$ cat config.mk
export PLATFORM = sky130hd
export DESIGN_NAME = pc_gen_flat
export DESIGN_NICKNAME = d
export VERILOG_FILES = /design/src/rtl/pc_gen_pkg.sv /design/src/rtl/pc_gen_if.sv /design/src/rtl/pc_ras.sv /design/src/rtl/pc_gen.sv /design/src/flat_wrapper.sv
export SDC_FILE = /design/constraint.sdc
export NUM_CORES = 1
export LEC_CHECK = 0
export ABC_AREA = 1
export BUFFER_PORTS_ARGS = -buffer_cell sky130_fd_sc_hd__buf_2
export CAP_MARGIN = 20
export CORE_ASPECT_RATIO = 0.6
export CORE_UTILIZATION = 29
export CTS_CLUSTER_SIZE = 20
export DETAILED_ROUTE_END_ITERATION = 6
export GPL_ROUTABILITY_DRIVEN = 0
export GPL_TIMING_DRIVEN = 1
export MAX_ROUTING_LAYER = met4
export SYNTH_ARGS = -nofsm -noshare
export SYNTH_HDL_FRONTEND = slang
export SYNTH_SLANG_ARGS = --single-unit
$ cat constraint.sdc
create_clock -name clk_i -period 3.66 [get_ports clk_i]
set_input_delay 0 -clock clk_i [delete_from_list [all_inputs] [get_ports clk_i]]
set_output_delay 0 -clock clk_i [all_outputs]
set_load 0.05 [all_outputs]
$ cat src/rtl/pc_gen_pkg.sv
// Shared types and helpers for the fetch program-counter generator.
package pc_gen_pkg;

  typedef enum logic [1:0] {
    ST_RST    = 2'd0,
    ST_FETCH  = 2'd1,
    ST_BUBBLE = 2'd2
  } state_e;

  typedef enum logic [2:0] {
    SRC_RST   = 3'd0,
    SRC_FLUSH = 3'd1,
    SRC_BR    = 3'd2,
    SRC_RAS   = 3'd3,
    SRC_SEQ   = 3'd4,
    SRC_HOLD  = 3'd5
  } src_e;

  // INC is a power of two, so ~(INC-1) clears exactly the low log2(INC) bits.
  function automatic logic [63:0] align_mask(input int unsigned inc);
    logic [63:0] mask_v;
    mask_v = ~(64'(inc) - 64'd1);
    return mask_v;
  endfunction

endpackage

$ cat src/rtl/pc_gen_if.sv
// Fetch-request channel between the PC generator and instruction memory.
interface pc_gen_if #(
  parameter int PC_W = 32
);
  logic [PC_W-1:0] pc_o;
  logic [PC_W-1:0] pc_plus_o;
  logic            pc_valid_o;
  logic            pc_ready_i;

  modport master (output pc_o, output pc_plus_o, output pc_valid_o, input pc_ready_i);
  modport slave  (input pc_o, input pc_plus_o, input pc_valid_o, output pc_ready_i);
endinterface

$ cat src/rtl/pc_ras.sv
// Circular return-address stack; when full, a push overwrites the oldest entry.
module pc_ras #(
  parameter int PC_W  = 32,
  parameter int DEPTH = 4
) (
  input  logic            clk_i,
  input  logic            rst_i,
  input  logic            push_i,
  input  logic            pop_i,
  input  logic [PC_W-1:0] data_i,
  output logic [PC_W-1:0] top_o,
  output logic            empty_o,
  output logic            full_o
);
  localparam int PTR_W = $clog2(DEPTH);
  localparam int CNT_W = PTR_W + 1;

  logic [PC_W-1:0]  mem_r [DEPTH];
  logic [PTR_W-1:0] top_r;
  logic [CNT_W-1:0] cnt_r;
  logic [PTR_W-1:0] top_inc_s;
  logic [PTR_W-1:0] top_dec_s;

  assign top_inc_s = top_r + PTR_W'(1);
  assign top_dec_s = top_r - PTR_W'(1);
  assign top_o     = mem_r[top_r];
  assign empty_o   = (cnt_r == CNT_W'(0));
  assign full_o    = (cnt_r == CNT_W'(DEPTH));

  // Stack storage, top pointer and occupancy; push+pop together replaces the top.
  always_ff @(posedge clk_i) begin
    if (rst_i) begin
      top_r <= PTR_W'(0);
      cnt_r <= CNT_W'(0);
      for (int i = 0; i < DEPTH; i++) begin
        mem_r[i] <= {PC_W{1'b0}};
      end
    end else if (push_i && pop_i) begin
      mem_r[top_r] <= data_i;
    end else if (push_i) begin
      mem_r[top_inc_s] <= data_i;
      top_r            <= top_inc_s;
      if (!full_o) begin
        cnt_r <= cnt_r + CNT_W'(1);
      end
    end else if (pop_i) begin
      top_r <= top_dec_s;
      cnt_r <= cnt_r - CNT_W'(1);
    end
  end

endmodule

$ cat src/rtl/pc_gen.sv
// Fetch PC generator: prioritised redirect mux, fetch FSM and RAS return prediction.
module pc_gen
  import pc_gen_pkg::*;
#(
  parameter int              PC_W      = 32,
  parameter logic [PC_W-1:0] RESET_PC  = {PC_W{1'b0}},
  parameter int              INC       = 4,
  parameter int              RAS_DEPTH = 4
) (
  input  logic            clk_i,
  input  logic            rst_i,
  input  logic            stall_i,
  input  logic            flush_i,
  input  logic [PC_W-1:0] flush_pc_i,
  input  logic            br_taken_i,
  input  logic [PC_W-1:0] br_target_i,
  input  logic            call_i,
  input  logic            ret_i,
  pc_gen_if.master        fetch,
  output logic            ras_empty_o,
  output logic            ras_full_o
);
  localparam logic [63:0]     MASK_FULL  = align_mask(INC);
  localparam logic [PC_W-1:0] ALIGN_MASK = MASK_FULL[PC_W-1:0];

  state_e          state_r;
  state_e          state_nxt_s;
  src_e            src_s;
  logic [PC_W-1:0] pc_r;
  logic [PC_W-1:0] pc_nxt_s;
  logic [PC_W-1:0] pc_plus_s;
  logic [PC_W-1:0] ras_top_s;
  logic            fire_s;
  logic            ras_op_s;
  logic            push_s;
  logic            pop_s;

  assign pc_plus_s        = pc_r + PC_W'(INC);
  assign fetch.pc_o       = pc_r;
  assign fetch.pc_plus_o  = pc_plus_s;
  assign fetch.pc_valid_o = (state_r == ST_FETCH);

  // Handshake, next-PC source selection, PC mux and FSM next state.
  always_comb begin
    fire_s      = 1'b0;
    src_s       = SRC_HOLD;
    pc_nxt_s    = pc_r;
    state_nxt_s = state_r;

    fire_s = fetch.pc_valid_o & fetch.pc_ready_i & ~stall_i;

    if (rst_i) begin
      src_s = SRC_RST;
    end else if (flush_i) begin
      src_s = SRC_FLUSH;
    end else if (br_taken_i) begin
      src_s = SRC_BR;
    end else if (fire_s && ret_i && !ras_empty_o) begin
      src_s = SRC_RAS;
    end else if (fire_s) begin
      src_s = SRC_SEQ;
    end else begin
      src_s = SRC_HOLD;
    end

    case (src_s)
      SRC_RST:   pc_nxt_s = RESET_PC;
      SRC_FLUSH: pc_nxt_s = flush_pc_i & ALIGN_MASK;
      SRC_BR:    pc_nxt_s = br_target_i & ALIGN_MASK;
      SRC_RAS:   pc_nxt_s = ras_top_s;
      SRC_SEQ:   pc_nxt_s = pc_plus_s;
      SRC_HOLD:  pc_nxt_s = pc_r;
      default:   pc_nxt_s = pc_r;
    endcase

    // Any flush costs exactly one invalid cycle; a repeated flush extends it.
    case (state_r)
      ST_RST:    state_nxt_s = flush_i ? ST_BUBBLE : ST_FETCH;
      ST_FETCH:  state_nxt_s = flush_i ? ST_BUBBLE : ST_FETCH;
      ST_BUBBLE: state_nxt_s = flush_i ? ST_BUBBLE : ST_FETCH;
      default:   state_nxt_s = ST_RST;
    endcase
  end

  // PC register and FSM state register.
  always_ff @(posedge clk_i) begin
    if (rst_i) begin
      state_r <= ST_RST;
      pc_r    <= RESET_PC;
    end else begin
      state_r <= state_nxt_s;
      pc_r    <= pc_nxt_s;
    end
  end

  // Redirects and reset suppress RAS updates; a return on an empty stack is dropped.
  assign ras_op_s = fire_s & ~flush_i & ~br_taken_i & ~rst_i;
  assign push_s   = ras_op_s & call_i;
  assign pop_s    = ras_op_s & ret_i & ~ras_empty_o;

  pc_ras #(
    .PC_W  (PC_W),
    .DEPTH (RAS_DEPTH)
  ) u_ras (
    .clk_i   (clk_i),
    .rst_i   (rst_i),
    .push_i  (push_s),
    .pop_i   (pop_s),
    .data_i  (pc_plus_s & ALIGN_MASK),
    .top_o   (ras_top_s),
    .empty_o (ras_empty_o),
    .full_o  (ras_full_o)
  );

endmodule

$ cat src/flat_wrapper.sv
// flat-port wrapper written by rule: the top's interface ports become plain ports
module pc_gen_flat import pc_gen_pkg::*;
#(
  parameter int              PC_W      = 32,
  parameter logic [PC_W-1:0] RESET_PC  = {PC_W{1'b0}},
  parameter int              INC       = 4,
  parameter int              RAS_DEPTH = 4
)
  (clk_i, rst_i, stall_i, flush_i, flush_pc_i, br_taken_i, br_target_i, call_i, ret_i, ras_empty_o, ras_full_o, fetch_pc_o, fetch_pc_plus_o, fetch_pc_valid_o, fetch_pc_ready_i);
  pc_gen_if #(.PC_W(PC_W)) fetch_i ();
  input  logic clk_i;
  input  logic rst_i;
  input  logic stall_i;
  input  logic flush_i;
  input  logic [PC_W-1:0] flush_pc_i;
  input  logic br_taken_i;
  input  logic [PC_W-1:0] br_target_i;
  input  logic call_i;
  input  logic ret_i;
  output logic ras_empty_o;
  output logic ras_full_o;
  output wire logic [$bits(fetch_i.pc_o)-1:0] fetch_pc_o;
  output wire logic [$bits(fetch_i.pc_plus_o)-1:0] fetch_pc_plus_o;
  output wire logic [$bits(fetch_i.pc_valid_o)-1:0] fetch_pc_valid_o;
  input wire logic [$bits(fetch_i.pc_ready_i)-1:0] fetch_pc_ready_i;
  assign fetch_pc_o = fetch_i.pc_o;
  assign fetch_pc_plus_o = fetch_i.pc_plus_o;
  assign fetch_pc_valid_o = fetch_i.pc_valid_o;
  assign fetch_i.pc_ready_i = fetch_pc_ready_i;
  pc_gen #(.PC_W(PC_W), .RESET_PC(RESET_PC), .INC(INC), .RAS_DEPTH(RAS_DEPTH)) u_core (.clk_i(clk_i), .rst_i(rst_i), .stall_i(stall_i), .flush_i(flush_i), .flush_pc_i(flush_pc_i), .br_taken_i(br_taken_i), .br_target_i(br_target_i), .call_i(call_i), .ret_i(ret_i), .fetch(fetch_i), .ras_empty_o(ras_empty_o), .ras_full_o(ras_full_o));
endmodule
# == Word-level counts from Yosys, hierarchy flattened ==
# Memory sizes are Yosys's and may differ from the RTL's. A register that Yosys moved wholly into a read port is not among the register bits.
# Cells that the tools add are included.
# totals
in_bits,72
mem_count,1
elab_cells,77
output_inout_bits,67
mem_bits_rw,120
reg_bits,39
# classes
n_eq_ne,8
n_reduce_logical,15
muxes,29
addsub,5
bitwise,15
# mem_list
memory,words,width,rd,rd_ports_with_merged_regs,write_ports,line_no,text
u_core.u_ras.mem_r,4,30,1,1,4,pc_ras.sv:18,logic [PC_W-1:0] mem_r [DEPTH];
# ops
operator,n
32-bit one-hot mux with 5 select lines,1
30-bit two-way mux,2
30-bit OR reduction,2
32-bit by 3-bit adder with 32-bit output (second input constant),1
3-bit two-way mux,7
2-bit two-way mux,7
1-bit two-way mux,12
1-bit AND,8
1-bit NOT,7
3-bit by 2-bit == test with 1-bit output (second input constant),2
3-bit == test (second input constant),2
3-bit zero test,2
5-bit nonzero test,1
3-bit by 1-bit adder with 3-bit output (second input constant),1
3-bit by 1-bit == test with 1-bit output (second input constant),1
1-bit logical AND,3
3-bit AND reduction,1
3-bit OR reduction,1
3-bit by 1-bit subtractor with 3-bit output (second input constant),1
2-bit by 1-bit adder with 2-bit output (second input constant),1
2-bit by 1-bit == test with 1-bit output (second input constant),1
2-bit == test (second input constant),1
2-bit zero test,1
2-bit inequality test (second input constant),1
5 further kinds,5

# == Depth between registers and ports, before layout ==
# Gate-level depths: netlist of the first run.
# logic_depth
depth_word,15
mapped_depth,14
ltp_nobuf,13

# == Modules after synthesis ==
# From an unflattened synthesis of the first run, not the netlist that was laid out.
# unflattened
cells_unflattened,1085
hier_area_um2,8745.9
# by_module_without_submodules
mod,seq_area_each_um2,area_each_um2,n_inst,cells_per_inst
pc_ras,3983.8,5860.6,1,561
pc_gen,680.7,2885.3,1,524

# == Worst setup path after synthesis of the first run ==
# OpenSTA, ideal clock, no wires.
# synth_timing
kind,reg-to-reg
from,reg u_core.state_r[1]
to,mem u_core.u_ras.mem_r[3][0] in the netlist's numbering (enable)
setup_slack_ps,302
setup_time_ps,417
required_time_ps,3243
t_arrival_ps,2941
path_buffers,0
stages_incl_launch_ff,13
path_cell_list,dfxtp_1 > inv_1 > nand2_1 > nor2_2 > nand3_1 > nor2_1 > inv_1 > ha_1 > nand2_2 > o21ai_1 > nand2_1 > nand2_1 > nor2_1
# synth_lines
item,line_no,text
from (decl),pc_gen.sv:26,state_e state_r;
from (signal assigned),pc_gen.sv:91,state_r <= state_nxt_s;
to (decl),pc_ras.sv:18,

==> results of run 1 <==
## per-stage QoR
stage / cells / setup slack (ps)
finish: 1761 / 723
global route: 1760 / 476
CTS: 1759 / 746
detailed placement: 1664 / 775
global placement: 1664 / 770
floorplan: 1159 / 302
## power groups by stage
stage / logic (mW) / clock network, mW / registers (mW)
floorplan: 0.272 / 0 / 2.16
global placement: 0.504 / 0 / 2.10
detailed placement: 0.509 / 0 / 2.11
CTS: 0.574 / 1.80 / 2.07
global route: 0.616 / 1.86 / 2.07
finish: 0.576 / 1.77 / 2.07
## timing repair
item | 4_1_cts | 5_1_grt
hold buffers | 63 | 0
resized for setup | 0 | 0
hold endpoints to repair | 34 | 0
## cell type report
cell class                 instances  area share (%)
inverter                         164            5.57
tap                              408            4.58
clock buffer                      22            4.26
multi-input combinational        783            32.1
timing repair buffer             214            13.1
antenna                            1          0.0225
sequential                       159            39.4
clock inverter                    10           0.932
## logic make-up (layout without fill, tap and decap cells)
logic type,count (synthesis),count (layout),synth area share [%]
other cells,1,5,0.0422
fa+ha+maj,5,5,0.788
flops,159,159,49.3
buf+inv,217,410,10.6
simple gates,641,641,30.6
compound gates,118,118,7.00
xor+xnor,15,15,1.65
## cells in the final DEF, fill, tap and decap left out, drive strengths merged, types with 7 or more instances in the layout
master	n
a21oi	43
buf	151
clkbuf	22
dfxtp	39
dlygate4sd3	63
edfxtp	120
inv	167
nand2	310
nand3	85
nand4	7
nor2	237
o21ai	58
o22ai	12
xor2	9
## critical path, cell delays in order (launching register included)
cell                      delay (ps)
sky130_fd_sc_hd__dfxtp_1         310
sky130_fd_sc_hd__inv_1            50
sky130_fd_sc_hd__nand2_1          70
sky130_fd_sc_hd__nor2_2          200
sky130_fd_sc_hd__nand3_1         130
sky130_fd_sc_hd__nor2_1          350
sky130_fd_sc_hd__ha_1            270
sky130_fd_sc_hd__nand2_2          90
sky130_fd_sc_hd__o21ai_1         140
sky130_fd_sc_hd__nand2_1         130
sky130_fd_sc_hd__inv_2           130
sky130_fd_sc_hd__nand3_4         230
sky130_fd_sc_hd__nand2_1         150
sky130_fd_sc_hd__buf_4           350
## registers in the layout (all words and copies together), names as in the netlist, named ones only
| name | flops |
|---|---|
| u_core.u_ras.mem_r | 120 |
| u_core.fetch.pc_o | 30 |
| u_core.u_ras.cnt_r | 3 |
| u_core.state_r | 2 |
| u_core.u_ras.top_r | 2 |
## worst max path at each step
stage                                  from                   endpoint  slack (ps)  depth (start not counted)
after floorplan           u_core.state_r[1]   u_core.u_ras.mem_r[3][0]         300                         12
after global placement    u_core.state_r[1]   u_core.u_ras.mem_r[0][7]         770                         13
after detailed placement  u_core.state_r[1]   u_core.u_ras.mem_r[0][7]         770                         13
after CTS                 u_core.state_r[1]   u_core.u_ras.mem_r[0][6]         750                         13
after global routing      u_core.state_r[1]  u_core.u_ras.mem_r[0][24]         480                         13
final                     u_core.state_r[1]   u_core.u_ras.mem_r[0][5]         720                         13
## layer usage
metal | wire length (um) | up-vias | track usage, %
li1 | - | 4007 | -
met5 | 0 | - | -
met3 | 2650 | 26 | 4.66
met4 | 296 | 0 | 4.96
met2 | 13200 | 314 | 30.9
met1 | 14100 | 3970 | 27.2
==> results.md, run 1 <==
- Result of the run: complete, no violations
- VDD IR max: 282 uV
- Data arrival, critical path: 3050 ps
- Clock Root Buffer: sky130_fd_sc_hd__clkbuf_16
- Standard-cell rows: 49
- Clock buffer count from CTS: 17
- Worst hold path startpoint: call_i
- Via count of the first global-routing pass: 7871
- Average wire per cell in the routed design: 17.2 um
- Synthesis Warnings: 0
- Clock slew at the register clock pins of the worst setup and hold paths: 70 ps
- Core region area: 30000 sq um
- Worst reg2reg setup slack: 720 ps
- Final worst path period share: 80.2%
- Number of levels the H-tree was split into: 4
- Count leader, synth: sky130_fd_sc_hd__nand2_1
- Switching Power: 1.23 mW
- Clock skew: 9.07 ps
- TritonCTS clock tree: done
- Critical path startpoint category: flop
- Dominant synthesized flop cell: sky130_fd_sc_hd__edfxtp_1
- Post-synthesis instance area: 8890 sq um
- Crit path max fanout: 19
- Max_slew headroom: 37.7%
- Crit path required time: 3770 ps
- Length in cells of the worst reg-to-reg path: 13
- Post-detailed-route via-to-cell ratio: 4.72
- Global-route wire length before repair: 45.8 mm
- Buffer levels on the longest clock path: 2
- Total count of hold-check failures in the final report: 0
- RSZ-0062 raised after global routing: false
- Hold path cells: 6
- Reg area: 4390 sq um
- Synthesized instance count: 1156
- Largest cells by area after synthesis: sky130_fd_sc_hd__edfxtp_1 (41%), sky130_fd_sc_hd__nand2_1 (13%), sky130_fd_sc_hd__nor2_1 (9.2%)
- Share of total power consumed by net switching: 27.9%
- Share of power burned in registers: 46.9%
- Number of pins exceeding their max-slew limit in the final report: 0
- GR Util All Layers: 20.3%
- Synth unique cells: 36
- Number of clock sinks seen by CTS: 159
- Largest net degree at the start of global routing: 61
- Category of the critical setup timing path: flop to flop
- Post-synthesis sequential area ratio: 49.3%
- Worst reg2reg path endpoint: u_core.u_ras.mem_r[0][5]
- Async set-or-reset flop fraction in the synthesized netlist: 0%
- Layout cell share with drive strength beyond 1: 16.9%
- Initial antenna violation count: 0
- Die Span X: 228 um
- Total overflow reported by the global router: 0
- Proportion of netlist area held by the largest area contributor: 40.5%
- Antenna-violating nets left: 0
- Post-layout util: 37.1%
- Multi-input combinational cell area: 3580 sq um
- Average cell area after synthesis: 7.69 sq um
- DRC violations left: 0
- Post-layout minimum cycle time: 2940 ps
- Quantity of I/O buffers inserted on ports: 130
- Worst hold margin: 108 ps
- Design Area, Final: 11100 sq um
- Hold Crit Class: input pin to flop
- Overall routed net length: 30.3 mm
- Buffer count from post-CTS setup fixing: 0
- Flops & latches, synth: 159
- Filler Cell Count: 3169
- Internal power contribution: 3.18 mW
- Count of flip-flops with a built-in enable after synthesis: 120
- Power density cells: 396 nW/um^2
- Gate power share: 13.0%
- Setup TNS: 0 ps
- Clk_lat worst skew: 450 ps
- Reported leakage power: 4.86 nW
- Effective utilization at floorplan: 29.6%
- Signed area change from the synthesized netlist to the final layout: 25.4%
- Slew @ Worst Pin: 934 ps
- Leading area contributor after synthesis: sky130_fd_sc_hd__edfxtp_1
- Worst reg2reg path startpoint: u_core.state_r[1]
- Detailed Routing Iterations Pass 1: 5
- Y dimension of the die: 138 um
- Count of vias placed by the detailed router: 8317
- Starting DRT DRC Count: 709
- IO Pins: 139
- Max capacitance violation total: 0
- Clock network power share: 40.1%
- Commonest cells in the synthesized netlist: sky130_fd_sc_hd__nand2_1 (300), sky130_fd_sc_hd__nor2_1 (219), sky130_fd_sc_hd__inv_1 (156)
- Final HPWL from detailed placement: 20.6 mm
- Die Outline Area: 31400 sq um
- Maximum clock frequency: 340 MHz
- Critical path endpoint category: flop
- Total power after layout: 4.41 mW
- Setup Viol. Count Final: 0
- Area after DPL: 9910 sq um
- # nets final: 1416
(Power assumes the default switching activity.)
==> run 2: changes to the inputs <==
- clock period: 3.66 -> 2.8 ns (I/O delays scaled with it)
==> run 2 against run 1 <==
Against the previous run: final cell count up 0.23%; fmax is 15% higher; critical path depth fell by 5; critical endpoint is now u_core.fetch.pc_o[7]; core utilization is 0.26 points higher; global-route usage fell by 0.83 points; register-to-register slack lost 490 ps.
==> results.md, run 2 (synthesized netlist as in run 1, its figures left out) <==
- Result of the run: complete, no violations
- Number of buffers and inverters on the critical path: 1 (-2)
- Largest register FFs: 120 (unchanged)
- Initial antenna violation count: 0 (unchanged)
- Dominant delay contributor by cell family on the critical path: simple AND/OR/NAND/NOR gates
- Max_slew headroom: 38.3% (+0.59 points)
- Total power after layout: 5.75 mW (+30%)
- Total overflow reported by the global router: 0 (unchanged)
- Critical path endpoint category: flop
- Pre-CTS setup slack: 300 ps (-475 ps)
- Layout cell share with drive strength beyond 1: 17.5% (+0.60 points)
- Critical path startpoint category: flop
- Crit path required time: 3190 ps (-580 ps)
- Share of power burned in registers: 46.9% (about the same)
- Reported leakage power: 4.89 nW (+0.64%)
- DRC violations left: 0 (unchanged)
- Clock buffer count from CTS: 17 (unchanged)
- Data arrival, critical path: 2950 ps (-100 ps)
- Number of clock sinks seen by CTS: 159 (unchanged)
- Effective utilization at floorplan: 29.6% (unchanged)
- Maximum clock frequency: 390 MHz (+15%)
- IO Pins: 139 (unchanged)
- Critical path cell sequence: nand3_1, nor2_2, xor2_1, nand2_1, nand2_1, nor2_1, dlygate4sd3_1, nand3_1
- GR Util All Layers: 19.4% (-0.83 points)
- Max capacitance violation total: 0 (unchanged)
- Share of total power consumed by net switching: 27.1% (-0.81 points)
- # nets final: 1421 (+0.35%)
- Antenna-violating nets left: 0 (unchanged)
- Signed area change from the synthesized netlist to the final layout: 26.2%
- Hold Crit Class: input pin to flop
- Buffer levels on the longest clock path: 2 (unchanged)
- Post-layout worst setup margin: 238 ps (-485 ps)
- Area after DPL: 10000 sq um (+1.1%)
- Core region area: 30000 sq um (unchanged)
- Standard-cell rows: 49 (unchanged)
- Average wire per cell in the routed design: 16.4 um (-4.4%)
- Gate power share: 13.3% (+0.3 points)
- Cell count after placement: 1670 (+0.36%)
- Clk_lat worst skew: 450 ps (about the same)
- Clock network power share: 39.8% (-0.3 points)
- Most common cell after layout, fill and taps aside: sky130_fd_sc_hd__nand2_1
- Power density cells: 513 nW/um^2 (+29%)
- Clock skew: 11.4 ps (+2.30 ps)
- Count of vias placed by the detailed router: 8122 (-2.3%)
- Design Area, Final: 11200 sq um (+0.70%)
- Slew @ Worst Pin: 925 ps (-8.87 ps)
- Starting DRT DRC Count: 731 (+3.1%)
- Global-route wire length before repair: 43.8 mm (-4.4%)
- Post-detailed-route via-to-cell ratio: 4.60 (-2.6%)
- TritonCTS clock tree: done
- Buffer count from post-CTS setup fixing: 0 (unchanged)
- Total count of hold-check failures in the final report: 0 (unchanged)
- Critical Path Slowest Stage Cell: sky130_fd_sc_hd__dfxtp_1
- Worst hold margin: 109 ps (+1.57 ps)
- Final worst path period share: 91.5% (+11 points)
- Number of pins exceeding their max-slew limit in the final report: 0 (unchanged)
- Post-layout util: 37.3% (+0.26 points)
- Die Outline Area: 31400 sq um (unchanged)
- Quantity of I/O buffers inserted on ports: 130 (unchanged)
- Commonest cells after routing, fill and taps aside: sky130_fd_sc_hd__nand2_1 (297), sky130_fd_sc_hd__nor2_1 (217), sky130_fd_sc_hd__inv_1 (155), sky130_fd_sc_hd__buf_2 (130), sky130_fd_sc_hd__edfxtp_1 (120)
- Clock slew at the register clock pins of the worst setup and hold paths: 60 ps (about the same)
- Setup Viol. Count Final: 0 (unchanged)
- Crit path max fanout: 8 (-11)
- Final HPWL from detailed placement: 20.2 mm (-1.9%)
- Switching Power: 1.56 mW (+26%)
- Post-layout instance count excluding filler cells: 1765 (+0.23%)
- VDD IR max: 356 uV (+26%)
- Count of antenna diodes in the layout: 0 (-1)
- Register with the highest flop count: u_core.u_ras.mem_r
- Filler Cell Count: 3189 (+0.63%)
- Detailed Routing Iterations Pass 1: 5 (unchanged)
- Number of levels the H-tree was split into: 4 (unchanged)
- RSZ-0062 raised after global routing: false
- Reg area: 4390 sq um (unchanged)
- Multi-input combinational cell area: 3600 sq um (+0.63%)
- Setup TNS: 0 ps (unchanged)
- Internal power contribution: 4.19 mW (+32%)
- Clock Root Buffer: sky130_fd_sc_hd__clkbuf_16
- Category of the critical setup timing path: flop to flop
- Y dimension of the die: 138 um (unchanged)
- Via count of the first global-routing pass: 7546 (-4.1%)
- Post-layout minimum cycle time: 2560 ps (-375 ps)
- Overall routed net length: 29.0 mm (-4.2%)
- Largest net degree at the start of global routing: 61 (unchanged)
- Critical Path Max Stage Delay: 560 ps (+210 ps)
- Die Span X: 228 um (unchanged)
==> run 2: changes by cell type in the layout (fill, tap and decap cells not counted), sizes merged <==
cell | before | now
bufinv | 1 | 2
clkinvlp | 1 | 4
inv | 167 | 163
buf | 151 | 156
diode | 1 | 0
==> run 2: layer usage <==
layer	track usage, %	vias up	wire, um
met4	4.44	0	359
met1	27.7	3764	14200
met5	-	-	0
li1	-	4012	-
met3	4.35	31	2430
met2	27.7	315	12000
==> run 2: layout make-up <==
cell class              count  area share (%)
inverters                 164            5.56
clock buffers              22            4.05
flip-flops and latches    159            39.1
multi-input cells         783            32.1
repair buffers            219            13.6
clock inverters            10            1.03
well taps                 408            4.55
==> run 2: power groups by stage <==
| stage | sequential [mW] | clock, mW | combinational, mW |
|---|---|---|---|
| 2_1_floorplan | 2.82 | 0 | 0.359 |
| 3_3_place_gp | 2.74 | 0 | 0.675 |
| 3_5_place_dp | 2.75 | 0 | 0.680 |
| 4_1_cts | 2.70 | 2.32 | 0.764 |
| 5_1_grt | 2.71 | 2.41 | 0.819 |
| 6_report | 2.70 | 2.29 | 0.762 |
==> run 2: final timing paths <==
path / end / slack, ps / cells past startpoint / start
min reg2reg: u_core.state_r[0] / 500 / 3 / u_core.state_r[1]
max: u_core.fetch.pc_o[7] / 240 / 8 / u_core.fetch.pc_o[4]
min: u_core.u_ras.top_r[1] / 110 / 6 / call_i
max reg2reg: u_core.fetch.pc_o[7] / 240 / 8 / u_core.fetch.pc_o[4]
==> run 2: what timing repair did <==
item                                    in CTS  in global routing
endpoints found under the hold margin       34                  0
endpoints found under the setup margin       0                  1
hold buffers                                63                  0
gates resized for setup                      0                  1
==> run 2: worst register-to-register path, cell delays in order (launching register included) <==
cell,delay [ps]
sky130_fd_sc_hd__dfxtp_1,560
sky130_fd_sc_hd__nand3_1,270
sky130_fd_sc_hd__nor2_2,370
sky130_fd_sc_hd__xor2_1,460
sky130_fd_sc_hd__nand2_1,110
sky130_fd_sc_hd__nand2_1,80
sky130_fd_sc_hd__nor2_1,30
sky130_fd_sc_hd__dlygate4sd3_1,550
sky130_fd_sc_hd__nand3_1,60
==> run 3: changes to the inputs <==
- clock period: 2.8 -> 3.2 ns (I/O delays scaled with it)
==> run 3 against run 2 <==
Against the previous run: the run now ends with negative hold slack left; global-route usage is 0.63 points higher; count of clock-buffer cells in the layout is 2 lower; sequential power is 13% lower; core utilization is 0.18 points lower; combinational power is 15% lower.
==> results.md, run 3 (synthesized netlist as in run 1, its figures left out) <==
- Result of the run: finished, violations left
- Violated checks: negative hold slack
- Hold path cells: 5 (-1)
- Starting DRT DRC Count: 646 (-12%)
- Power density cells: 463 nW/um^2 (-9.7%)
- # nets final: 1414 (-0.49%)
- Clock slew at the register clock pins of the worst setup and hold paths: 60 ps (about the same)
- Filler Cell Count: 3144 (-1.4%)
- Final HPWL from detailed placement: 20.5 mm (+1.5%)
- Most common cell after layout, fill and taps aside: sky130_fd_sc_hd__nand2_1
- Count of antenna diodes in the layout: 0 (unchanged)
- Number of pins exceeding their max-slew limit in the final report: 0 (unchanged)
- Total count of hold-check failures in the final report: 1 (+1)
- Pre-CTS setup slack: 434 ps (+134 ps)
- Design Area, Final: 11200 sq um (-0.48%)
- Crit path max fanout: 30 (+22)
- Count of vias placed by the detailed router: 8203 (+1.0%)
- Max_slew headroom: 38.7% (+0.42 points)
- Share of total power consumed by net switching: 27.1% (about the same)
- Post-layout worst setup margin: 427 ps (+190 ps)
- Detailed Routing Iterations Pass 1: 7 (+2)
- Number of clock sinks seen by CTS: 159 (unchanged)
- Overall routed net length: 29.7 mm (+2.4%)
- GR Util All Layers: 20.1% (+0.63 points)
- Switching Power: 1.40 mW (-10%)
- Final worst path period share: 86.7% (-4.9 points)
- Critical path endpoint category: flop
- Die Span X: 228 um (unchanged)
- Critical path cell sequence: inv_1, nand2_1, nor2_2, nand3_1, nor2_1, buf_4, inv_1, ha_1, nand2_2, nand2_4, nand3_2, inv_2, nand3_4, buf_4, nor2_1
- Core region area: 30000 sq um (unchanged)
- Dominant delay contributor by cell family on the critical path: simple AND/OR/NAND/NOR gates
- Global-route wire length before repair: 45.4 mm (+3.6%)
- Clock Root Buffer: sky130_fd_sc_hd__clkbuf_16
- Clock network power share: 41.7% (+1.9 points)
- Internal power contribution: 3.77 mW (-10%)
- Layout cell share with drive strength beyond 1: 17.1% (-0.43 points)
- Critical path startpoint category: flop
- Setup TNS: 0 ps (unchanged)
- Critical Path Slowest Stage Cell: sky130_fd_sc_hd__buf_4
- Antenna-violating nets left: 0 (unchanged)
- Slew @ Worst Pin: 919 ps (-6.30 ps)
- Effective utilization at floorplan: 29.6% (unchanged)
- Crit path depth: 15 (+7)
- Number of levels the H-tree was split into: 4 (unchanged)
- Largest net degree at the start of global routing: 61 (unchanged)
- Post-layout instance count excluding filler cells: 1758 (-0.40%)
- Reg area: 4390 sq um (unchanged)
- Max capacitance violation total: 0 (unchanged)
- Buffer levels on the longest clock path: 2 (unchanged)
- Data arrival, critical path: 2940 ps (about the same)
- Total overflow reported by the global router: 0 (unchanged)
- Commonest cells after routing, fill and taps aside: sky130_fd_sc_hd__nand2_1 (300), sky130_fd_sc_hd__nor2_1 (217), sky130_fd_sc_hd__inv_1 (156), sky130_fd_sc_hd__buf_2 (130), sky130_fd_sc_hd__edfxtp_1 (120)
- Hold Crit Class: input pin to flop
- Share of power burned in registers: 45.7% (-1.2 points)
- Clock buffer count from CTS: 17 (unchanged)
- Number of buffers and inverters on the critical path: 5 (+4)
- Clock skew: 11.9 ps (+0.541 ps)
- Buffer count from post-CTS setup fixing: 0 (unchanged)
- Average wire per cell in the routed design: 16.9 um (+2.8%)
- Maximum clock frequency: 361 MHz (-7.6%)
- Die Outline Area: 31400 sq um (unchanged)
- Reported leakage power: 4.87 nW (-0.49%)
- Y dimension of the die: 138 um (unchanged)
- DRC violations left: 0 (unchanged)
- Cell count after placement: 1667 (-0.18%)
- Length in cells of the worst reg-to-reg path: 15 (+7)
- Post-detailed-route via-to-cell ratio: 4.67 (+1.4%)
- Quantity of I/O buffers inserted on ports: 130 (unchanged)
- Via count of the first global-routing pass: 7691 (+1.9%)
- Critical Path Max Stage Delay: 390 ps (-170 ps)
- TritonCTS clock tree: done
- Gate power share: 12.6% (-0.7 points)
- Category of the critical setup timing path: flop to flop
- Standard-cell rows: 49 (unchanged)
- RSZ-0062 raised after global routing: false
- Area after DPL: 9960 sq um (-0.58%)
- Multi-input combinational cell area: 3580 sq um (-0.63%)
- Worst hold margin: -6.50 ps (-116 ps)
- Register with the highest flop count: u_core.u_ras.mem_r
- IO Pins: 139 (unchanged)
- Clk_lat worst skew: 440 ps (about the same)
- Post-layout minimum cycle time: 2770 ps (+210 ps)
- Largest register FFs: 120 (unchanged)
- Crit path required time: 3370 ps (+180 ps)
- Initial antenna violation count: 0 (unchanged)
- Signed area change from the synthesized netlist to the final layout: 25.6%
- Setup Viol. Count Final: 0 (unchanged)
- VDD IR max: 225 uV (-37%)
run 3: changes by cell type in the layout (fill, tap and decap cells not counted), moves of 2 or more:
cell	previous run	this run
sky130_fd_sc_hd__nand2_2	11	8
sky130_fd_sc_hd__xnor2_2	2	0
sky130_fd_sc_hd__clkinv_4	2	4
sky130_fd_sc_hd__xnor2_1	4	6
sky130_fd_sc_hd__nand2_1	297	300
sky130_fd_sc_hd__clkinv_2	3	0
sky130_fd_sc_hd__buf_4	22	20
sky130_fd_sc_hd__dlygate4sd3_1	63	59
sky130_fd_sc_hd__clkbuf_1	4	1
run 3: repair_timing:
item	4_1_cts	5_1_grt
endpoints found under the setup margin	0	0
hold buffers	59	0
resized for setup	0	0
hold endpoints to repair	33	0
run 3: final cells by class:
cell class              instances  area share [%]
clock buffers                  20            4.09
clock inverters                12            1.43
inverters                     164            5.56
multi-input cells             783            32.1
flip-flops and latches        159            39.3
well taps                     408            4.57
repair buffers                212            13.0
run 3: worst register-to-register path, stage by stage (launching register included):
cell,delay [ps]
sky130_fd_sc_hd__dfxtp_1,310
sky130_fd_sc_hd__inv_1,50
sky130_fd_sc_hd__nand2_1,70
sky130_fd_sc_hd__nor2_2,210
sky130_fd_sc_hd__nand3_1,120
sky130_fd_sc_hd__nor2_1,180
sky130_fd_sc_hd__buf_4,190
sky130_fd_sc_hd__inv_1,60
sky130_fd_sc_hd__ha_1,210
sky130_fd_sc_hd__nand2_2,110
sky130_fd_sc_hd__nand2_4,160
sky130_fd_sc_hd__nand3_2,160
sky130_fd_sc_hd__inv_2,80
sky130_fd_sc_hd__nand3_4,60
sky130_fd_sc_hd__buf_4,390
sky130_fd_sc_hd__nor2_1,130
run 3: final timing paths:
path / to / slack, ps / start
hold / removal: u_core.fetch.pc_o[25] / -6 / br_target_i[25]
setup / recovery: u_core.u_ras.mem_r[0][28] / 430 / u_core.state_r[1]
setup reg to reg: u_core.u_ras.mem_r[0][28] / 430 / u_core.state_r[1]
hold reg to reg: u_core.state_r[0] / 500 / u_core.state_r[1]
run 3: through the flow:
stage / hold WS [ps] / util, % / power, mW
3_5_place_dp: 213 / 33.1 / 2.99
3_3_place_gp: 205 / 33.1 / 2.99
5_1_grt: 28.4 / 37.2 / 5.33
2_1_floorplan: 118 / - / 2.78
4_1_cts: 13.7 / 37.2 / 5.18
6_report: -6.50 / 37.2 / 5.17
run 3: layer usage:
layer / GRT usage, % / up-vias / wire length (um)
li1: - / 4010 / -
met1: 28.3 / 3869 / 14400
met2: 29.6 / 304 / 12700
met3: 3.73 / 20 / 2230
met4: 4.51 / 0 / 342
met5: - / - / 0
run 3: power groups by stage:
stage / Combinational [mW] / Sequential [mW] / Clock (mW)
final: 0.651 / 2.36 / 2.15
after CTS: 0.652 / 2.36 / 2.17
after floorplan: 0.312 / 2.47 / 0
after global routing: 0.699 / 2.37 / 2.26
after detailed placement: 0.584 / 2.41 / 0
after global placement: 0.580 / 2.40 / 0
